--- src/rtl/bally_input_pkg.sv ---
// Shared constants for the Astrocade keypad/joystick matrix:
// scancodes, key cell coordinates, joystick bit indices.
package bally_input_pkg;

  typedef struct packed {
    logic       vld;
    logic [2:0] col;
    logic [2:0] row;
  } key_cell_t;

  localparam int JB_RIGHT = 0;
  localparam int JB_LEFT  = 1;
  localparam int JB_DOWN  = 2;
  localparam int JB_UP    = 3;
  localparam int JB_FIRE  = 4;
  localparam int JB_KP    = 5;
  localparam int KP_NUM   = 24;

  localparam logic [7:0] SC_0     = 8'h45;
  localparam logic [7:0] SC_1     = 8'h16;
  localparam logic [7:0] SC_2     = 8'h1E;
  localparam logic [7:0] SC_3     = 8'h26;
  localparam logic [7:0] SC_4     = 8'h25;
  localparam logic [7:0] SC_5     = 8'h2E;
  localparam logic [7:0] SC_6     = 8'h36;
  localparam logic [7:0] SC_7     = 8'h3D;
  localparam logic [7:0] SC_8     = 8'h3E;
  localparam logic [7:0] SC_9     = 8'h46;
  localparam logic [7:0] SC_PLUS  = 8'h79;
  localparam logic [7:0] SC_MINUS = 8'h7B;
  localparam logic [7:0] SC_MUL   = 8'h7C;
  localparam logic [7:0] SC_DIV   = 8'h4A;
  localparam logic [7:0] SC_EQ    = 8'h55;
  localparam logic [7:0] SC_SPACE = 8'h29;
  localparam logic [7:0] SC_ENTER = 8'h5A;
  localparam logic [7:0] SC_BKSP  = 8'h66;

  localparam key_cell_t KC_NONE = '0;
  localparam key_cell_t KC_0    = {1'b1, 3'd6, 3'd5};
  localparam key_cell_t KC_1    = {1'b1, 3'd7, 3'd4};
  localparam key_cell_t KC_2    = {1'b1, 3'd6, 3'd4};
  localparam key_cell_t KC_3    = {1'b1, 3'd5, 3'd4};
  localparam key_cell_t KC_4    = {1'b1, 3'd7, 3'd3};
  localparam key_cell_t KC_5    = {1'b1, 3'd6, 3'd3};
  localparam key_cell_t KC_6    = {1'b1, 3'd5, 3'd3};
  localparam key_cell_t KC_7    = {1'b1, 3'd7, 3'd2};
  localparam key_cell_t KC_8    = {1'b1, 3'd6, 3'd2};
  localparam key_cell_t KC_9    = {1'b1, 3'd5, 3'd2};
  localparam key_cell_t KC_CH   = {1'b1, 3'd5, 3'd1};
  localparam key_cell_t KC_C    = {1'b1, 3'd7, 3'd0};
  localparam key_cell_t KC_CE   = {1'b1, 3'd7, 3'd5};
  localparam key_cell_t KC_PLUS = {1'b1, 3'd4, 3'd4};
  localparam key_cell_t KC_MIN  = {1'b1, 3'd4, 3'd3};
  localparam key_cell_t KC_MUL  = {1'b1, 3'd4, 3'd2};
  localparam key_cell_t KC_DIV  = {1'b1, 3'd4, 3'd1};
  localparam key_cell_t KC_EQ   = {1'b1, 3'd4, 3'd5};
  localparam key_cell_t KC_DOT  = {1'b1, 3'd5, 3'd5};
  localparam key_cell_t KC_MR   = {1'b1, 3'd7, 3'd1};
  localparam key_cell_t KC_MS   = {1'b1, 3'd6, 3'd1};
  localparam key_cell_t KC_PREV = {1'b1, 3'd6, 3'd0};
  localparam key_cell_t KC_NEXT = {1'b1, 3'd5, 3'd0};
  localparam key_cell_t KC_PCT  = {1'b1, 3'd4, 3'd0};

  // Keypad button idx sits at joystick bit JB_KP+idx.
  function automatic key_cell_t kp_cell(input int idx);
    key_cell_t c;
    case (idx)
      0:  c = KC_0;
      1:  c = KC_1;
      2:  c = KC_2;
      3:  c = KC_3;
      4:  c = KC_4;
      5:  c = KC_5;
      6:  c = KC_6;
      7:  c = KC_7;
      8:  c = KC_8;
      9:  c = KC_9;
      10: c = KC_CH;
      11: c = KC_C;
      12: c = KC_CE;
      13: c = KC_PLUS;
      14: c = KC_MIN;
      15: c = KC_MUL;
      16: c = KC_DIV;
      17: c = KC_EQ;
      18: c = KC_DOT;
      19: c = KC_MR;
      20: c = KC_MS;
      21: c = KC_PREV;
      22: c = KC_NEXT;
      23: c = KC_PCT;
      default: c = KC_NONE;
    endcase
    return c;
  endfunction

  // Extended codes only map keypad / and keypad enter,
  // so arrows and other E0 keys never alias digits.
  function automatic key_cell_t ps2_cell(
    input logic [7:0] code,
    input logic       ext
  );
    key_cell_t c;
    c = KC_NONE;
    if (ext) begin
      case (code)
        SC_DIV:   c = KC_DIV;
        SC_ENTER: c = KC_C;
        default:  c = KC_NONE;
      endcase
    end else begin
      case (code)
        SC_0:     c = KC_0;
        SC_1:     c = KC_1;
        SC_2:     c = KC_2;
        SC_3:     c = KC_3;
        SC_4:     c = KC_4;
        SC_5:     c = KC_5;
        SC_6:     c = KC_6;
        SC_7:     c = KC_7;
        SC_8:     c = KC_8;
        SC_9:     c = KC_9;
        SC_PLUS:  c = KC_PLUS;
        SC_MINUS: c = KC_MIN;
        SC_MUL:   c = KC_MUL;
        SC_DIV:   c = KC_DIV;
        SC_EQ:    c = KC_EQ;
        SC_SPACE: c = KC_CH;
        SC_ENTER: c = KC_C;
        SC_BKSP:  c = KC_CE;
        default:  c = KC_NONE;
      endcase
    end
    return c;
  endfunction

endpackage

--- src/rtl/bally_autofire.sv ---
// Per-channel autofire: fire_o follows fire_i, or pulses
// high/low every AF_HALF cycles while held and enabled.
module bally_autofire #(
  parameter int AF_HALF = 1_000_000
) (
  input  logic clk_i,
  input  logic rst_ni,
  input  logic en_i,
  input  logic fire_i,
  output logic fire_o
);

  localparam int CW = $clog2(AF_HALF);
  localparam logic [CW-1:0] LAST = CW'(AF_HALF - 1);

  logic [CW-1:0] cnt_q, cnt_d;
  logic          lo_q, lo_d;
  logic          active;

  // Idle state is "count 0, high phase", so every fresh
  // press or re-enable starts with a full high half-period.
  assign active = en_i & fire_i;
  assign fire_o = en_i ? (fire_i & ~lo_q) : fire_i;

  always_comb begin
    cnt_d = cnt_q;
    lo_d  = lo_q;
    if (!active) begin
      cnt_d = '0;
      lo_d  = 1'b0;
    end else if (cnt_q == LAST) begin
      cnt_d = '0;
      lo_d  = ~lo_q;
    end else begin
      cnt_d = cnt_q + 1'b1;
    end
  end

  always_ff @(posedge clk_i or negedge rst_ni) begin
    if (!rst_ni) begin
      cnt_q <= '0;
      lo_q  <= 1'b0;
    end else begin
      cnt_q <= cnt_d;
      lo_q  <= lo_d;
    end
  end

endmodule

--- src/rtl/bally_input_matrix.sv ---
// Merges joysticks, joystick keypads and PS/2 keys into
// the Astrocade key matrix read back through col_select.
module bally_input_matrix
  import bally_input_pkg::*;
#(
  parameter int NUM_JOY = 4,
  parameter int COLS    = 8,
  parameter int ROWS    = 8,
  parameter int AF_HALF = 1_000_000
) (
  input  logic                  clk_sys,
  input  logic                  reset_n,
  input  logic [NUM_JOY*32-1:0] joy_flat,
  input  logic [NUM_JOY-1:0]    autofire_en,
  input  logic [10:0]           ps2_key,
  input  logic                  kbd_clear,
  input  logic [COLS-1:0]       col_select,
  output logic [ROWS-1:0]       row_data,
  output logic                  key_event
);

  logic [COLS-1:0][ROWS-1:0] jm_q, jm_d;
  logic [COLS-1:0][ROWS-1:0] km_q, km_d;
  logic [NUM_JOY-1:0]        fire_eff;
  logic [KP_NUM-1:0]         kp;
  logic [NUM_JOY*3-1:0]      unused_joy;
  key_cell_t                 jc;
  key_cell_t                 kc;
  logic                      tog_q, hist_q;
  logic                      ps2_evt;
  logic                      kev_d;
  logic [ROWS-1:0]           rd_d;

  for (genvar g = 0; g < NUM_JOY; g++) begin : g_af
    bally_autofire #(
      .AF_HALF(AF_HALF)
    ) u_af (
      .clk_i (clk_sys),
      .rst_ni(reset_n),
      .en_i  (autofire_en[g]),
      .fire_i(joy_flat[g*32+JB_FIRE]),
      .fire_o(fire_eff[g])
    );
  end

  always_comb begin
    jm_d       = '0;
    kp         = '0;
    jc         = KC_NONE;
    unused_joy = '0;
    for (int c = 0; c < NUM_JOY; c++) begin
      jm_d[c][0] = joy_flat[c*32+JB_UP];
      jm_d[c][1] = joy_flat[c*32+JB_DOWN];
      jm_d[c][2] = joy_flat[c*32+JB_LEFT];
      jm_d[c][3] = joy_flat[c*32+JB_RIGHT];
      jm_d[c][4] = fire_eff[c];
      kp = kp | joy_flat[c*32+JB_KP +: KP_NUM];
      unused_joy[c*3 +: 3] = joy_flat[c*32+29 +: 3];
    end
    for (int k = 0; k < KP_NUM; k++) begin
      if (kp[k]) begin
        jc = kp_cell(k);
        jm_d[jc.col][jc.row] = 1'b1;
      end
    end
  end

  // History must be loaded once before edges count, so a
  // toggle bit already high out of reset is not an event.
  assign ps2_evt = hist_q & (ps2_key[10] ^ tog_q);
  assign kc      = ps2_cell(ps2_key[7:0], ps2_key[8]);

  always_comb begin
    km_d  = km_q;
    kev_d = 1'b0;
    if (kbd_clear) begin
      km_d  = '0;
      kev_d = |km_q;
    end else if (ps2_evt && kc.vld &&
                 km_q[kc.col][kc.row] != ps2_key[9]) begin
      km_d[kc.col][kc.row] = ps2_key[9];
      kev_d = 1'b1;
    end
  end

  always_comb begin
    rd_d = '0;
    for (int i = 0; i < COLS; i++) begin
      if (col_select[i]) rd_d = rd_d | jm_q[i] | km_q[i];
    end
  end

  always_ff @(posedge clk_sys or negedge reset_n) begin
    if (!reset_n) begin
      jm_q      <= '0;
      km_q      <= '0;
      tog_q     <= 1'b0;
      hist_q    <= 1'b0;
      row_data  <= '0;
      key_event <= 1'b0;
    end else begin
      jm_q      <= jm_d;
      km_q      <= km_d;
      tog_q     <= ps2_key[10];
      hist_q    <= 1'b1;
      row_data  <= rd_d;
      key_event <= kev_d;
    end
  end

endmodule

--- config.mk ---
export PLATFORM = sky130hd
export DESIGN_NAME = bally_input_matrix
export DESIGN_NICKNAME = d
export VERILOG_FILES = /design/src/rtl/bally_input_pkg.sv /design/src/rtl/bally_autofire.sv /design/src/rtl/bally_input_matrix.sv
export SDC_FILE = /design/constraint.sdc
export NUM_CORES = 1
export LEC_CHECK = 0
export CAP_MARGIN = 25
export CORE_UTILIZATION = 52
export CTS_CLUSTER_SIZE = 30
export DETAILED_ROUTE_END_ITERATION = 16
export GPL_TIMING_DRIVEN = 0
export PLACE_DENSITY = 0.78
export SLEW_MARGIN = 20
export SYNTH_ARGS = -nofsm -noshare
export SYNTH_HDL_FRONTEND = slang
export SYNTH_SLANG_ARGS = --single-unit
--- constraint.sdc ---
create_clock -name clk_sys -period 2.65 [get_ports clk_sys]
set_clock_uncertainty 0.2 [all_clocks]
set_input_delay 0.265 -clock clk_sys [delete_from_list [all_inputs] [get_ports clk_sys]]
set_output_delay 0.265 -clock clk_sys [all_outputs]
set_load 0.03 [all_outputs]
=== After elaboration in Yosys (flattened, before gate mapping) ===
Index checks and enable logic that the tools add are counted.

* $add $sub $neg: 4
* Mux-type cells: 188
* Equal/unequal tests: 27
* Bitwise gates (word level): 56
* Reductions and logical operators: 54
* Magnitude comparators: 100

{| class="wikitable"
|+ Operator list
! kind !! number
|-
| $mux 64 || 26
|-
| $or 64x64->64 || 23
|-
| $demux 8 s3 || 25
|-
| $mux 8 || 34
|-
| $lt 3x4->1 const B || 50
|-
| $mux 20 || 8
|-
| $ge 3x1->1 const B || 50
|-
| $mux 6 || 24
|-
| $pmux 7 s18 || 1
|-
| $or 8x8->8 || 15
|-
| $add 20x1->20 const B || 4
|-
| $eq 20x20->1 const B || 4
|-
| $demux 1 s3 || 25
|-
| $eq 8x7->1 const B || 9
|-
| $or 24x24->24 || 3
|-
| $bwmux 64 || 1
|-
| $or 29x64->64 || 1
|-
| $reduce_or 64->1 || 1
|-
| $eq 8x6->1 const B || 7
|-
| $logic_and 1x1->1 || 52
|-
| $mux 1 || 40
|-
| $bmux 8 s3 || 1
|-
| $eq 8x5->1 const B || 2
|-
| $pmux 7 s2 || 1
|-
| other kinds (8) || 22
|}

* Bits in registers: 223
* Word-level logic and storage cells: 457
* Input bits: 154

=== Longest topological paths before layout ===
* Depth in word-level cells: 58
* Depth in mapped cells: 12
* Depth with buffers taken out: 10

=== Cells and area by module ===
From an unflattened synthesis, not the netlist that was laid out.

* Cells, all modules: 970
* Area, all modules: 9872.0 um^2

{| class="wikitable"
|+ Modules (own cells, without submodules)
! module !! cells each !! seq. area each (um^2) !! instances !! area each (um^2)
|-
| bally_input_matrix || 534 || 2977.9 || 1 || 5597.9
|-
| bally_autofire || 109 || 525.5 || 4 || 1068.5
|}

=== Least setup slack after synthesis ===
Ideal clock, no wire load.

* Path kind: input-to-reg
* Start point: input ps2_key[6]
* End point: register km_q[35] (netlist bit)
* Slack: -0.260 ns
* Data arrival time: 2.574 ns
* Path buffers: 2
* Cell stages on the path: 12
* Library setup time: 0.135 ns
* Cells stage by stage: buf_2 -> or4b_1 -> a2111oi_0 -> a221oi_1 -> o22ai_2 -> o221a_1 -> o21ai_1 -> a21boi_0 -> o21ai_2 -> buf_6 -> nor3_1 -> o31ai_2

* Word-level cells in the longest chain between the ends: 12

{| class="wikitable"
|+ RTL lines
! element !! RTL line !! source
|-
| from (decl) || bally_input_matrix.sv:15 || <nowiki>input logic [10:0] ps2_key,</nowiki>
|-
| $eq 8x7->1, or another cell as far along || bally_input_pkg.sv:112 || <nowiki>case (code)</nowiki>
|-
| $pmux 7 s18 / $pmux 7 s2 (equally long branches) || bally_input_pkg.sv:112, bally_input_pkg.sv:106 ||
|-
| $mux 7 * || bally_input_pkg.sv:105 || <nowiki>if (ext) begin</nowiki>
|-
| $lt 3x4->1 (not written as such) / $ge 3x1->1 (equally long branches) || bally_input_matrix.sv:81 || <nowiki>km_d[kc.col][kc.row] = ps2_key[9];</nowiki>
|-
| $logic_and 1x1->1 (not written as such) || bally_input_matrix.sv:81 ||
|-
| $mux 1 (not written as such) || bally_input_matrix.sv:81 ||
|-
| $demux 1 s3 || bally_input_matrix.sv:81 ||
|-
| $mux 8 (not written as such) || bally_input_matrix.sv:81 ||
|-
| $demux 8 s3 || bally_input_matrix.sv:81 ||
|-
| $bwmux 64 || bally_input_matrix.sv:81 ||
|-
| $mux 64 || bally_input_matrix.sv:79 || <nowiki>end else if (ps2_evt && kc.vld &&</nowiki>
|-
| $mux 64 || bally_input_matrix.sv:76 || <nowiki>if (kbd_clear) begin</nowiki>
|-
| to (signal assigned) || bally_input_matrix.sv:103 || <nowiki>km_q <= km_d;</nowiki>
|-
| to (decl) || bally_input_matrix.sv:23 || <nowiki>logic [COLS-1:0][ROWS-1:0] km_q, km_d;</nowiki>
|}

Mark *: on every way between the ends. The rest lies on a longest branch, timed or not. The select of a mux whose other input is x is not followed.
A chain may end at the register's enable or synchronous reset.

=== Worst setup path after layout ===
* Start point: input ps2_key[4]
* End point: register km_q[58] (netlist bit)

The elaborated chain is that of the path after synthesis.

==> out/results.ini <==
[grt]
grt_pass1_vias=8348
overflow=0
grt_pass1_wl_um=41700
grt_max_degree=86
antenna_found_initial=0
track_usage_pct=28.7

[drt]
vias=8530
wl_um=28100
vias_per_cell=6.09
dr.pass1.iters=7
drtIter0Drc=713
routedWlPerCell_um=20.0
drc=0
ant_nets=0

[pwr]
p_per_area_nw_per_um2=522
combPwrFrac_pct=11.1
max-vdd-ir-drop_v=0.000634
pwr-share-clk_pct=44.0
p_seq_share_pct=44.9
p_sw_mw=1.66
intPower_mw=5.36
leakage_nw=5.42
swShare_pct=23.6

[sta]
setup_ws_ps=-246
setup_violations=17
tns_ps=-3180
min_period_ps=2900
hold_viol_final=0
timing.fmax_ghz=0.345
period_share_pct=109
slew_violations=0
slew_headroom_pct=38.0
rsz0062_at_grt=true
worst_pin_slew_ps=930

[floorplanning]
start_util_pct=54.0
fp-row-count=48
dieArea_um2=18800
fp.dieH_um=137
io-pin-count=163
die_w_um=137
coreArea_um2=17500

[logic_synthesis]
synth-main-ff-cell=dfrtp_1
synth-seq-area-share_pct=53.6
synth.distinct_cells=76
synth.area.mux_share_pct=0.211
synth-simple-area-share_pct=24.0
syn_inst=917
synthAdderAreaFrac_pct=0.528
yosysWarnings=0
syn_avg_cell_area_um2=10.3
synth.net_count=1075
synth_top_family_by_area=simple AND/OR/NAND/NOR gates
synth_seq_cells=203
async_reset_ff_share_pct=100
synth_xor_area_share_pct=5.82
synth_compound_area_share_pct=13.5
synth.cell_area_um2=9480
synth_enable_flop_cells=0

[placed_design]
dp_slack_ps=-1270
dp_hpwl_um=17500
gp_congestion=0.951
port_buffers=148

[cells_and_area]
drive_gt1_share_pct=17.9
final_common_cell=dfrtp_1
area_growth_pct=41.7
diodes=0
nNetsFinal=1319
regArea_um2=5080
layout_common_cells=dfrtp_1 (203), clkdlybuf4s50_1 (139), nor2_1 (98)
fill_cells=1147
multi_input_area_um2=4910

[outcome]
status=complete, but fails checks
violations=setup timing

[critical_path]
critPathMaxFanout=7
crit_path_frequent_cell=buf_6
critical_path_class=primary input to flop
end_kind=flop
crit_path_start_kind=primary input
cp.required_ps=2850
worst-path-buf-inv=7
crit_path_cell_trace=buf_6, buf_8, buf_4, nor4b_4, nor2_1, o32ai_2, buf_4, nand3_4, buf_6, o221a_4, o21ai_4, o221ai_4, o21ai_4, buf_6, nor2_4, buf_6, o31ai_2
cp.arrival_ps=3100
cp_top_family=compound AO/OA/AOI/OAI gates
slowest_stage=nor4b_4
max_stage_delay_ps=360

[clock_tree]
root_buffer=clkbuf_16
cts_tree=yes
cts_inserted_buffers=22
clk_pin_slew_ps=60
clockBufferDepth=3
clock_latency_ps=510
cts_max_level=1
cts.sinks=203

[worst_hold_path]
hp-class=primary input to flop

[flow_run]
maxCapViolations=0

[final cells by class]
type	instances	area share, %
Clock buffer	29	4.60
Sequential cell	203	37.8
Buffer	26	1.38
Tap cell	225	2.10
Clock inverter	9	0.764
Multi-Input combinational cell	666	36.5
Inverter	22	0.615
Timing Repair Buffer	220	16.2
[metrics by stage]
step	cell area [um^2]	hold slack (ps)	total power [mW]	std cells	utilization (%)
2_1_floorplan	9550	-231	3.41	917	-
3_3_place_gp	11300	267	3.77	1290	64.5
3_5_place_dp	11400	-6.45	3.79	1292	64.9
4_1_cts	12800	0.886	6.93	1378	73.2
5_1_grt	13400	10.2	7.23	1400	76.6
6_report	13400	14.9	7.01	1400	76.6
[flip-flops by register name, indices dropped and copies added (netlist names)]
signal           cells
g_af.u_af.cnt_q     80
g_af.u_af.lo_q       4
hist_q               1
jm_q                44
key_event            1
km_q                64
row_data             8
tog_q                1
[layer usage]
| layer | wire, um | track usage (%) | vias up | part of all wire (%) |
|---|---|---|---|---|
| met2 | 13500 | 47.6 | 462 | 48 |
| met4 | 1300 | 11.9 | 0 | 4.6 |
| li1 | - | - | 3827 | - |
| met5 | 0 | 0 | - | 0 |
| met3 | 2440 | 5.11 | 115 | 8.7 |
| met1 | 10900 | 37.1 | 4126 | 39 |
[power by group through the flow]
stage	Combinational, mW	Clock [mW]	Sequential [mW]
floorplan	0.201	0	3.21
detailed placement	0.581	0	3.21
global placement	0.562	0	3.21
finish	0.781	3.08	3.15
global route	0.829	3.25	3.15
CTS	0.678	3.10	3.15
[final timing paths]
path                                        from  depth (start not counted)                      to  slack [ps]
setup / recovery                      ps2_key[4]                         17                km_q[58]        -250
setup reg to reg                           tog_q                          6                km_q[44]         300
hold reg to reg            g_af[0].u_af.cnt_q[0]                          1   g_af[0].u_af.cnt_q[0]         280
hold / removal                      joy_flat[98]                          1                jm_q[25]          10
max in group asynchronous                reset_n                          4  g_af[2].u_af.cnt_q[18]        1100
min in group asynchronous                reset_n                          2                km_q[37]          60
[cell families (layout without fill, tap and decap cells)]
logic type	count (synthesis)	in the layout
other cells	1	1
xor+xnor	63	63
buf+inv	48	306
compound gates	185	185
flops	203	203
mux	2	2
fa+ha+maj	4	4
simple gates	411	411
[cell usage after synthesis (all sizes together) (6+ instances only)]
master / instances / share of area (%)
a21boi: 6 / 0.48
a21oi: 25 / 1.5
a22oi: 10 / 0.79
and2: 6 / 0.40
and3: 24 / 1.6
and4: 6 / 0.55
buf: 11 / 0.83
clkbuf: 15 / 0.59
dfrtp: 203 / 54
inv: 22 / 0.87
nand2: 54 / 2.1
nand2b: 8 / 0.53
nand3: 37 / 2.0
nand4: 27 / 1.8
nor2: 100 / 4.0
nor2b: 48 / 3.2
nor3: 11 / 0.69
nor4: 18 / 1.2
nor4b: 7 / 0.65
o211ai: 6 / 0.48
o21ai: 78 / 4.2
o22ai: 7 / 0.53
o311ai: 8 / 0.74
o31ai: 10 / 0.90
or3: 18 / 1.2
or4: 27 / 2.2
xnor2: 27 / 2.5
xor2: 36 / 3.3
[repair_timing]
action,4_1_cts,5_1_grt
buffers inserted,38,18
hold buffers,8,4
pin swaps,36,43
cloned,2,0
hold endpoints to repair,138,4
resized for setup,96,75
setup endpoints to repair,19,18
(Power assumes the default switching activity.)
